$ cat config.mk
export PLATFORM = sky130hd
export DESIGN_NAME = muldiv_scheduler
export DESIGN_NICKNAME = d
export VERILOG_FILES = /design/src/rtl/muldiv_scheduler.sv
export SDC_FILE = /design/constraint.sdc
export NUM_CORES = 1
export LEC_CHECK = 0
export CAP_MARGIN = 20
export CORE_MARGIN = 5
export CORE_UTILIZATION = 40
export CTS_BUF_LIST = sky130_fd_sc_hd__clkbuf_4 sky130_fd_sc_hd__clkbuf_8
export DETAILED_ROUTE_END_ITERATION = 10
export GPL_TIMING_DRIVEN = 0
export PLACE_DENSITY_LB_ADDON = 0.15
export SLEW_MARGIN = 15
export SYNTH_ARGS = -nofsm -noshare
export SYNTH_HDL_FRONTEND = slang
export SYNTH_SLANG_ARGS = --single-unit
$ cat constraint.sdc
create_clock -name clk -period 2.3 [get_ports clk]
set_input_delay 0.345 -clock clk [delete_from_list [all_inputs] [get_ports clk]]
set_output_delay 0.345 -clock clk [all_outputs]
set_load 0.1 [all_outputs]
$ cat src/rtl/muldiv_scheduler.sv
// Sequencer for the multi-cycle multiply/divide units: issues start pulses, times the run,
// and commits HI/LO. Optional MULDIV_EARLY_ZERO_EN short-circuits divide-by-zero from IDLE.
module muldiv_scheduler #(
   parameter int MULT_CYCLES = 32,
   parameter int DIV_CYCLES  = 32
) (
   input  logic clk,
   input  logic reset,
   input  logic req_mult,
   input  logic req_div,
   input  logic b_zero,
   input  logic flush,
   output logic mult_start,
   output logic div_start,
   output logic sel_div,
   output logic hi_we,
   output logic lo_we,
   output logic busy,
   output logic done,
   output logic div_zero_exc
);

   typedef enum logic [2:0] {
      IDLE     = 3'd0,
      MULT_RUN = 3'd1,
      DIV_RUN  = 3'd2,
      WB       = 3'd3,
      DZ       = 3'd4
   } state_t;

   state_t     state_q;
   logic [7:0] cnt_q;
   logic       zero_q;
   logic       sel_div_q;
   logic       mult_start_q;
   logic       div_start_q;
   logic       hi_we_q;
   logic       lo_we_q;
   logic       busy_q;
   logic       done_q;
   logic       dz_q;

   // State, run counter and all outputs; outputs are computed for the state being entered.
   always_ff @(posedge clk or negedge reset) begin
      if (!reset) begin
         state_q      <= IDLE;
         cnt_q        <= 8'd0;
         zero_q       <= 1'b0;
         sel_div_q    <= 1'b0;
         mult_start_q <= 1'b0;
         div_start_q  <= 1'b0;
         hi_we_q      <= 1'b0;
         lo_we_q      <= 1'b0;
         busy_q       <= 1'b0;
         done_q       <= 1'b0;
         dz_q         <= 1'b0;
      end else begin
         mult_start_q <= 1'b0;
         div_start_q  <= 1'b0;
         hi_we_q      <= 1'b0;
         lo_we_q      <= 1'b0;
         done_q       <= 1'b0;
         dz_q         <= 1'b0;
         if (flush) begin
            // A kill never commits HI/LO and drops any request seen in the same cycle.
            state_q <= IDLE;
            cnt_q   <= 8'd0;
            busy_q  <= 1'b0;
         end else begin
            case (state_q)
               IDLE: begin
                  if (req_mult) begin
                     state_q      <= MULT_RUN;
                     cnt_q        <= 8'(MULT_CYCLES - 1);
                     sel_div_q    <= 1'b0;
                     mult_start_q <= 1'b1;
                     busy_q       <= 1'b1;
                  end else if (req_div) begin
                     sel_div_q <= 1'b1;
                     busy_q    <= 1'b1;
`ifdef MULDIV_EARLY_ZERO_EN
                     zero_q    <= 1'b0;
                     if (b_zero) begin
                        state_q <= DZ;
                        dz_q    <= 1'b1;
                     end else begin
                        state_q     <= DIV_RUN;
                        cnt_q       <= 8'(DIV_CYCLES - 1);
                        div_start_q <= 1'b1;
                     end
`else
                     zero_q      <= b_zero;
                     state_q     <= DIV_RUN;
                     cnt_q       <= 8'(DIV_CYCLES - 1);
                     div_start_q <= 1'b1;
`endif
                  end else begin
                     busy_q <= 1'b0;
                  end
               end
               MULT_RUN, DIV_RUN: begin
                  if (cnt_q == 8'd0) begin
                     if ((state_q == DIV_RUN) && zero_q) begin
                        state_q <= DZ;
                        dz_q    <= 1'b1;
                     end else begin
                        state_q <= WB;
                        hi_we_q <= 1'b1;
                        lo_we_q <= 1'b1;
                        done_q  <= 1'b1;
                     end
                  end else begin
                     cnt_q <= cnt_q - 8'd1;
                  end
               end
               WB, DZ: begin
                  state_q <= IDLE;
                  busy_q  <= 1'b0;
               end
               default: begin
                  state_q <= IDLE;
                  cnt_q   <= 8'd0;
                  busy_q  <= 1'b0;
               end
            endcase
         end
      end
   end

   assign mult_start   = mult_start_q;
   assign div_start    = div_start_q;
   assign sel_div      = sel_div_q;
   assign hi_we        = hi_we_q;
   assign lo_we        = lo_we_q;
   assign busy         = busy_q;
   assign done         = done_q;
   assign div_zero_exc = dz_q;

endmodule

==> impl_metrics.yaml, run 1 <==
setup_path:
  cp_max_stage_delay_ns: 1.14
  worstSetupStartpointType: "flip-flop"
  critical_path.cell_chain: "clkdlybuf4s50_1"
  worstSetupPathType: "flip-flop to primary output"
  path_max_fanout: 3
  worstPathRequired_ns: 1.96
  worstPathArrival_ns: 1.82
  critPathCaptureType: "primary output"
  slowest_stage: "clkdlybuf4s50_1"
  critical_path.top_delay_family: "buffers and inverters"
  path_buf_inv: 1
synth:
  synth_top_family_by_area: "simple AND/OR/NAND/NOR gates"
  synth_area_per_cell_sq_um: 9.76
  yosysWarningCount: 0
  mappedNetlistArea_sq_mm: 0.00104
  post_synth_fa_ha_maj_area_fraction_pct: 4.31
  synthXorXnorAreaFrac_pct: 1.68
  synth_sequential_area_ratio_pct: 43.1
  synthesis.instances: 107
  yosys_register_bits: 18
  synthSimpleGateAreaFrac_pct: 22.6
  synth_fp_nets: 115
  share_of_cell_area_taken_by_muxes_after_synthesis_pct: 1.08
  synth-compound-area-share_pct: 21.7
  synth_cell_types: 37
timing:
  final_hold_violation_count: 0
  timing.final.ws_setup_ns: 0.136
  slew_headroom_pct: 34.7
  post_layout_min_period_ns: 2.16
  finalMaxSlewViolations: 0
  final.period_utilization_pct: 94.1
  worst_case_clock_skew_ns: 0.00116
  setup_violations: 0
  fmax_ghz: 0.462
  setup_repair_after_global_routing_missed_its_margin: "false"
  pin_slew_with_the_least_headroom_to_its_limit_ns: 0.978
  final.setup.tns_ns: 0
placed_design:
  placed_cells: 150
  dpl_worst_slack_ns: 0.105
  place.detailed.hpwl_microns: 1630
  placement_cell_area_sq_mm: 0.00121
  gp_congestion: 0.864
  port-buffer-count: 13
finish:
  area_overhead_of_the_layout_relative_to_synthesis_pct: 20.0
  fin_util_pct: 50.6
  layout-drive-gt1-share_pct: 14.5
  final.fill_count: 248
  finalInstanceArea_sq_mm: 0.00125
  stdcell_count: 154
  num-nets-final: 133
  n_antenna_cell: 0
global_routing:
  track_usage_pct: 13.7
  top_usage_layer: "met2"
  grt_util_met1_pct: 18.5
  routing_usage_on_met2_pct: 22.5
  antenna_found_initial: 0
  grt_use_met3_pct: 3.98
  globalRoute.totalOverflow: 0
  grt_first_pass_wirelength_microns: 3890
  grt_pass1_vias: 857
  grt_start_max_net_pins: 19
drt:
  num_vias: 864
  drt-total-wl_microns: 2160
  antenna_violating_nets_left: 0
  detailedRoute.firstPassIterationCount: 4
  detail_route.drc_violations: 0
  ratio_of_routed_vias_to_standard_cells: 5.61
  drt_iter0_markers: 25
  wire_per_inst_microns: 14.0
power:
  cell_internal_pwr_w: 0.000862
  p_leak_nw: 0.577
  vdd_drop_max_mv: 0.763
  power_switching_share_pct: 47.8
  switching_power_w: 0.000790
  pwr-share-clk_pct: 12.2
  power_per_cell_area_mw_per_mm2: 1320
  part_of_the_total_power_dissipated_in_combinational_logic_pct: 56.8
  p_seq_share_pct: 31.0
flow_run:
  maxCapViolations: 0
floorplanning:
  floorplan.die_area_sq_mm: 0.00373
  die_x_microns: 61.1
  num_rows: 18
  ioPinCount: 14
  effective_utilization_at_floorplan_pct: 42.2
  design.core.area_sq_mm: 0.00248
  die_h_microns: 61.1
clocking:
  ctsHtreeMaxLevel: 1
  clock_tree.buffer_depth: 2
  clock_tree_from_tritoncts: "yes"
  clk_root_buffer_cell: "clkbuf_4"
  cts_buffers: 3
  insertion_delay_ns: 0.30
  clk_pin_slew_ns: 0.11
  numClockSinks: 18
run_status:
  status: "complete, no violations"
worst_hold_path:
  worst_hold_path_type: "flip-flop to flip-flop"
-- sequential cells by signal, summed over array words and instances (netlist names) --
name / flops
sel_div: 1
state_q: 3
div_start: 1
zero_q: 1
cnt_q: 8
mult_start: 1
done: 1
busy: 1
div_zero_exc: 1
-- tightest hold or removal path, cell delays in order (launching register included) --
cell and delay (ns):
dfrtp_1 0.35, nand2_1 0.05, o21ai_0 0.06
-- cell families after synthesis --
kind of cell / count (synthesis)
simple gates: 42
compound gates: 30
flops: 18
buf+inv: 10
fa+ha+maj: 4
xor+xnor: 2
mux: 1
-- cells in the final DEF (no fill, tap or decap), types with 3 or more instances in the layout --
cell             instances
dfrtp_1                 18
clkdlybuf4s50_1         11
nor2_1                   9
o21ai_0                  8
nand2_1                  7
nor3_1                   6
inv_1                    5
a21oi_1                  4
o21ai_1                  4
buf_4                    3
nor2b_1                  3
nand2b_1                 3
clkbuf_4                 3
-- area by class of cell --
class	count	area [sq um]	share of cell area, %
Tap cell	30	37.5	2.99
Buffer	5	38.8	3.09
Timing Repair Buffer	13	135	10.8
Sequential cell	18	450	35.9
Inverter	5	18.8	1.50
Clock buffer	4	36.3	2.89
Multi-Input combinational cell	79	537	42.8
-- worst paths after layout --
check                                      from                      to  slack (ns)  cells past startpoint
setup reg to reg           cnt_q[0]$_DFFE_PN0P_    cnt_q[2]$_DFFE_PN0P_        0.35                      7
max in group asynchronous                 reset  state_q[0]$_DFFE_PN0P_        1.32                      1
setup / recovery                 done$_DFF_PN0_                    done        0.14                      1
hold reg to reg                busy$_DFFE_PN0P_        busy$_DFFE_PN0P_        0.49                      2
hold / removal                 busy$_DFFE_PN0P_        busy$_DFFE_PN0P_        0.49                      2
min in group asynchronous                 reset    cnt_q[3]$_DFFE_PN0P_        0.50                      1
-- timing repair --
item,4_1_cts,5_1_grt
hold buffers,0,0
gates resized for setup,0,2
buffers inserted,0,0
endpoints found under the setup margin,0,2
-- metrics by stage --
step | total power (W) | hold WS, ns
after detailed placement | 0.00146 | 0.472
after CTS | 0.00166 | 0.497
final | 0.00165 | 0.487
after global placement | 0.00144 | 0.474
after floorplan | 0.00125 | 0.0494
after global routing | 0.00178 | 0.513
-- synthesized netlist by cell type (all sizes together) --
cell | number | share of area [%]
o31ai | 1 | 0.72
a21o | 1 | 0.72
a211o | 1 | 0.84
mux2 | 1 | 1.1
and3 | 2 | 1.2
or2 | 3 | 2.0
xor2 | 2 | 1.7
or4b | 1 | 0.96
nor2b | 3 | 1.8
o21ai | 14 | 8.9
inv | 5 | 1.8
o21ba | 1 | 0.96
dfrtp | 18 | 43
maj3 | 2 | 1.9
nor2 | 11 | 4.4
o41ai | 2 | 1.7
ha | 2 | 2.4
a211oi | 1 | 0.72
nand2b | 3 | 1.8
o32ai | 2 | 1.7
a21oi | 4 | 1.9
nor4b | 1 | 1.4
nand4b | 2 | 1.7
nor4 | 1 | 0.60
o211ai | 2 | 1.4
nand2 | 7 | 2.5
o32a | 1 | 2.2
nor3 | 6 | 2.9
nand3b | 1 | 0.72
buf | 5 | 3.7
and2 | 1 | 0.60
-- routing by layer --
layer | vias to the layer above | part of all wire, %
met5 | - | 0
met4 | 0 | 0.37
met3 | 2 | 3.5
met2 | 16 | 48
met1 | 425 | 48
li1 | 421 | -
-- power by group through the flow --
stage | Sequential [W] | Clock, W | Combinational (W)
2_1_floorplan | 0.000671 | 0 | 0.000577
6_report | 0.000512 | 0.000201 | 0.000939
4_1_cts | 0.000512 | 0.000210 | 0.000939
3_3_place_gp | 0.000516 | 0 | 0.000927
3_5_place_dp | 0.000520 | 0 | 0.000936
5_1_grt | 0.000529 | 0.000224 | 0.00102
Power figures use the tool's default switching activity.
==> run 2: changes to the inputs <==
Clock period 2.3 ns to 1.85 ns, I/O delays scaled along.
==> run 2 against run 1 <==
  * Core utilization increased by 2.2 points
  * Non-clock buffer count up 6
  * Clock-buffer cell count did not move
  * Design area grew 4.3%
  * Combinational power up 38%
  * Power grew 33%
  * Worst hold slack worse by 0.066 ns
  * Sequential cell count unchanged
  * Sequential power rose by 25%
  * Clock skew is 0.0030 ns higher
  * Global-route usage grew 0.22 points
  * Largest power group unchanged
==> impl_metrics.yaml, run 2 (synthesis gave the netlist of run 1 again) <==
setup_path:
  cp_max_stage_delay_ns: 0.85
  worstSetupPathType: "flip-flop to primary output"
  critical_path.top_delay_family: "buffers and inverters"
  critPathCaptureType: "primary output"
  path_buf_inv: 1
  critical_path.cell_chain: "dlygate4sd2_1"
  worstSetupStartpointType: "flip-flop"
  path_max_fanout: 2
  worstPathRequired_ns: 1.57
  slowest_stage: "dlygate4sd2_1"
  worstPathArrival_ns: 1.51
floorplanning:
  design.core.area_sq_mm: 0.00248
  num_rows: 18
  effective_utilization_at_floorplan_pct: 42.2
  floorplan.die_area_sq_mm: 0.00373
  ioPinCount: 14
  die_h_microns: 61.1
  die_x_microns: 61.1
clocking:
  clk_pin_slew_ns: 0.11
  clk_root_buffer_cell: "clkbuf_4"
  cts_buffers: 3
  numClockSinks: 18
  clock_tree.buffer_depth: 2
  clock_tree_from_tritoncts: "yes"
  ctsHtreeMaxLevel: 1
  insertion_delay_ns: 0.30
worst_hold_path:
  worst_hold_path_type: "input pin to async pin"
finish:
  layout_common_cells: "18 x dfrtp_1, 10 x buf_4, 9 x nor2_1"
  num-nets-final: 139
  largest_register_ffs: 8
  fin_util_pct: 52.8
  registers_with_the_most_flip_flops: "cnt_q x8, state_q x3"
  layout-drive-gt1-share_pct: 26.2
  final_common_cell: "dfrtp_1"
  largest-register: "cnt_q"
  n_antenna_cell: 0
  finalInstanceArea_sq_mm: 0.00131
  area_overhead_of_the_layout_relative_to_synthesis_pct: 25.1
timing:
  final_hold_violation_count: 0
  worst_case_clock_skew_ns: 0.00418
  setup_violations: 0
  setup_repair_after_global_routing_missed_its_margin: "false"
  finalMaxSlewViolations: 0
  pin_slew_with_the_least_headroom_to_its_limit_ns: 0.955
  slew_headroom_pct: 36.6
  post_layout_min_period_ns: 1.79
  final.period_utilization_pct: 96.6
  final.hold.worst_slack_ns: 0.421
  fmax_ghz: 0.559
drt:
  drt_iter0_markers: 24
  num_vias: 899
  drt-total-wl_microns: 2320
  detailedRoute.firstPassIterationCount: 4
  ratio_of_routed_vias_to_standard_cells: 5.62
  antenna_violating_nets_left: 0
  detail_route.drc_violations: 0
  wire_per_inst_microns: 14.5
global_routing:
  track_usage_pct: 14.0
  grt_first_pass_wirelength_microns: 3940
  grt_start_max_net_pins: 19
  grt_pass1_vias: 863
  globalRoute.totalOverflow: 0
  antenna_found_initial: 0
run_status:
  status: "complete, no violations"
placed_design:
  placement_cell_area_sq_mm: 0.00121
  gp_congestion: 0.864
  place.detailed.hpwl_microns: 1630
  port-buffer-count: 13
power:
  fin_total_pwr_w: 0.00219
  p_leak_nw: 0.596
  power_per_cell_area_mw_per_mm2: 1680
  vdd_drop_max_mv: 0.946
flow_run:
  maxCapViolations: 0
[run 2: repair_timing]
| action | in CTS | in global routing |
|---|---|---|
| pin swaps | 0 | 1 |
| buffers inserted | 0 | 6 |
| gates cloned | 0 | 0 |
| hold buffers | 0 | 0 |
| gates resized for setup | 13 | 8 |
| endpoints found under the hold margin | 0 | 0 |
| endpoints found under the setup margin | 12 | 8 |
[run 2: area by class of cell]
type / instances / area [sq um]
well taps: 30 / 37.5
multi-input cells: 79 / 563
clock buffers: 4 / 36.3
flip-flops and latches: 18 / 450
fillers: 245 / 1170
plain buffers: 5 / 38.8
repair buffers: 19 / 163
inverters: 5 / 18.8
[run 2: report_power, final]
group	leakage, nW	switching [W]	internal (W)	total [W]
clock	0.0210	0.000133	0.000120	0.000253
combinational	0.340	0.000785	0.000512	0.00130
sequential	0.235	0.000120	0.000521	0.000641
total	0.596	0.00104	0.00115	0.00219
[run 2: final timing paths]
check / slack, ns / end / from / cells after the start
min reg2reg: 0.48 / busy$_DFFE_PN0P_ / busy$_DFFE_PN0P_ / 2
max: 0.06 / sel_div / sel_div$_DFFE_PN0P_ / 1
min in group clk: 0.48 / busy$_DFFE_PN0P_ / busy$_DFFE_PN0P_ / 2
max reg2reg: 0.07 / cnt_q[2]$_DFFE_PN0P_ / cnt_q[0]$_DFFE_PN0P_ / 7
max in group asynchronous: 0.94 / state_q[0]$_DFFE_PN0P_ / reset / 1
min: 0.42 / cnt_q[3]$_DFFE_PN0P_ / reset / 1
[run 2: routing by layer]
layer	track usage [%]	up-vias	routed length, microns
li1	-	434	-
met2	23.1	23	1170
met1	18.6	438	1020
met4	1.86	0	21
met3	3.98	4	120
met5	0	-	0
[run 2: per-stage QoR]
stage / std cells / worst slack (ns) / setup TNS (ns)
2_1_floorplan: 107 / 0.168 / 0
3_3_place_gp: 150 / -0.243 / -1.04
3_5_place_dp: 150 / -0.278 / -1.39
4_1_cts: 154 / 0.00812 / 0
5_1_grt: 160 / 0.00169 / 0
6_report: 160 / 0.0624 / 0
==> run 3: changes to the inputs <==
Settings changed: CAP_MARGIN 20 to unset, DONT_BUFFER_PORTS set to 1.
==> run 3 against run 2 <==
  * Core utilization is 4.9 points lower
  * Routed wire length is 7.7% lower
  * Combinational power is 25% lower
==> impl_metrics.yaml, run 3 (synthesis gave the netlist of run 1 again) <==
floorplanning:
  die_h_microns: 61.1
  die_x_microns: 61.1
  ioPinCount: 14
  effective_utilization_at_floorplan_pct: 42.2
  floorplan.die_area_sq_mm: 0.00373
  design.core.area_sq_mm: 0.00248
  num_rows: 18
global_routing:
  grt_pass1_vias: 786
  grt_first_pass_wirelength_microns: 3610
  track_usage_pct: 13.0
  grt_util_met1_pct: 17.7
  antenna_found_initial: 0
  routing_usage_on_met2_pct: 20.2
  grt_start_max_net_pins: 19
  globalRoute.totalOverflow: 0
  grt_use_met3_pct: 2.52
  top_usage_layer: "met2"
power:
  part_of_the_total_power_dissipated_in_combinational_logic_pct: 46.6
  pwr-share-clk_pct: 12.0
  switching_power_w: 0.00100
  p_seq_share_pct: 41.4
  cell_internal_pwr_w: 0.00109
  vdd_drop_max_mv: 0.771
  p_leak_nw: 0.521
  power_switching_share_pct: 47.9
  power_per_cell_area_mw_per_mm2: 1760
finish:
  num-nets-final: 125
  n_antenna_cell: 0
  layout-drive-gt1-share_pct: 25.0
  finalInstanceArea_sq_mm: 0.00118
  largest_register_ffs: 8
  final_common_cell: "dfrtp_1"
  largest-register: "cnt_q"
  final.fill_count: 243
  area_overhead_of_the_layout_relative_to_synthesis_pct: 13.4
  multi_input_comb_area_sq_um: 562
  seq_area_sq_um: 452
  stdcell_count: 146
  layout_common_cells: "17 x dfrtp_1, 9 x nor2_1, 8 x o21ai_0"
  registers_with_the_most_flip_flops: "cnt_q x8, state_q x3"
timing:
  final_hold_violation_count: 0
  pin_slew_with_the_least_headroom_to_its_limit_ns: 0.904
  setup_violations: 0
  final.hold.worst_slack_ns: 0.0398
  post_layout_min_period_ns: 1.79
  final.period_utilization_pct: 96.7
  final.setup.tns_ns: 0
  slew_headroom_pct: 39.7
  fmax_ghz: 0.559
  worst_case_clock_skew_ns: 0.00569
  finalMaxSlewViolations: 0
drt:
  drt_iter0_markers: 22
  num_vias: 800
  detailedRoute.firstPassIterationCount: 4
  detail_route.drc_violations: 0
  wire_per_inst_microns: 14.7
  ratio_of_routed_vias_to_standard_cells: 5.48
  antenna_violating_nets_left: 0
  drt-total-wl_microns: 2150
worst_hold_path:
  hold_depth: 1
  hold_start: "flush"
  worst_hold_path_type: "input pin to flip-flop"
  hold_end: "state_q[2]$_DFFE_PN0P_"
clocking:
  ctsHtreeMaxLevel: 1
  insertion_delay_ns: 0.30
  clock_tree_from_tritoncts: "yes"
  cts_buffers: 3
  clock_tree.buffer_depth: 2
  clk_pin_slew_ns: 0.11
  clk_root_buffer_cell: "clkbuf_4"
  numClockSinks: 18
setup_path:
  reg2reg_from: "cnt_q[1]$_DFFE_PN0P_"
  critPathCaptureType: "flip-flop"
  worstSetupStartpoint: "cnt_q[1]$_DFFE_PN0P_"
  worstPathRequired_ns: 2.05
  worst_r2r_endpoint: "cnt_q[2]$_DFFE_PN0P_"
  worstSetupStartpointType: "flip-flop"
  path_max_fanout: 7
  timing.reg2reg.setup_slack_ns: 0.06
  worst_r2r_path_cells: 7
  worstSetupPathType: "flip-flop to flip-flop"
  worstPathArrival_ns: 1.99
run_status:
  status: "complete, no violations"
placed_design:
  port-buffer-count: 0
  place.detailed.hpwl_microns: 1580
  placed_cells: 137
  placement_cell_area_sq_mm: 0.00108
  gp_congestion: 0.762
flow_run:
  maxCapViolations: 0
## run 3: cell count changes in the layout (fill, tap and decap cells not counted), sizes merged
cell,previous run,this run
dlygate4sd3,0,1
clkdlybuf4s50,5,0
clkbuf,5,4
dlygate4sd2,5,0
clkdlybuf4s15,1,0
buf,12,9
## run 3: final cells by class
| type | count | area share [%] |
|---|---|---|
| well taps | 30 | 3.17 |
| repair buffers | 5 | 3.38 |
| plain buffers | 5 | 3.27 |
| flip-flops and latches | 18 | 38.1 |
| inverters | 5 | 1.58 |
| clock buffers | 4 | 3.06 |
| multi-input cells | 79 | 47.4 |
## run 3: stage by stage
step | setup WS [ns] | utilization [%] | total power (W)
2_1_floorplan | 0.168 | - | 0.00155
6_report | 0.0605 | 47.8 | 0.00209
3_5_place_dp | -0.00525 | 43.7 | 0.00172
5_1_grt | -0.0338 | 47.8 | 0.00224
3_3_place_gp | -0.0240 | 43.7 | 0.00171
4_1_cts | 0.0246 | 45.7 | 0.00199
## run 3: worst max-delay path by stage
| stage | end | slack [ns] | cells past startpoint |
|---|---|---|---|
| final | cnt_q[2]$_DFFE_PN0P_ | 0.06 | 7 |
| after global routing | cnt_q[2]$_DFFE_PN0P_ | -0.03 | 7 |
| after CTS | cnt_q[2]$_DFFE_PN0P_ | 0.02 | 7 |
| after floorplan | cnt_q[2]$_DFFE_PN0P_ | 0.17 | 7 |
| after global placement | cnt_q[2]$_DFFE_PN0P_ | -0.02 | 7 |
| after detailed placement | cnt_q[2]$_DFFE_PN0P_ | -0.005 | 7 |
## run 3: repair_timing
item,CTS,global route
setup endpoints to repair,3,7
resized for setup,2,6
hold buffers,1,0
pin swaps,1,1
hold endpoints to repair,18,0
setup buffers,0,4
## run 3: routing by layer
metal / up-vias / wire length (microns)
met4: 0 / 31
met2: 16 / 1050
met5: - / 0
li1: 404 / -
met1: 376 / 973
met3: 4 / 92
## run 3: power by group through the flow
| stage | registers, W | logic (W) | clock network, W |
|---|---|---|---|
| 2_1_floorplan | 0.000834 | 0.000718 | 0 |
| 3_3_place_gp | 0.000866 | 0.000849 | 0 |
| 3_5_place_dp | 0.000869 | 0.000847 | 0 |
| 4_1_cts | 0.000860 | 0.000868 | 0.000263 |
| 5_1_grt | 0.000885 | 0.00108 | 0.000273 |
| 6_report | 0.000864 | 0.000972 | 0.000251 |
## run 3: critical path, cell delays in order (launching register included)
cell and delay, ns:
dfrtp_1 0.43, inv_2 0.09, ha_1 0.17, nor4b_4 0.25, nand2_2 0.16, o21ai_4 0.27, nor2_2 0.06, a211o_1 0.26
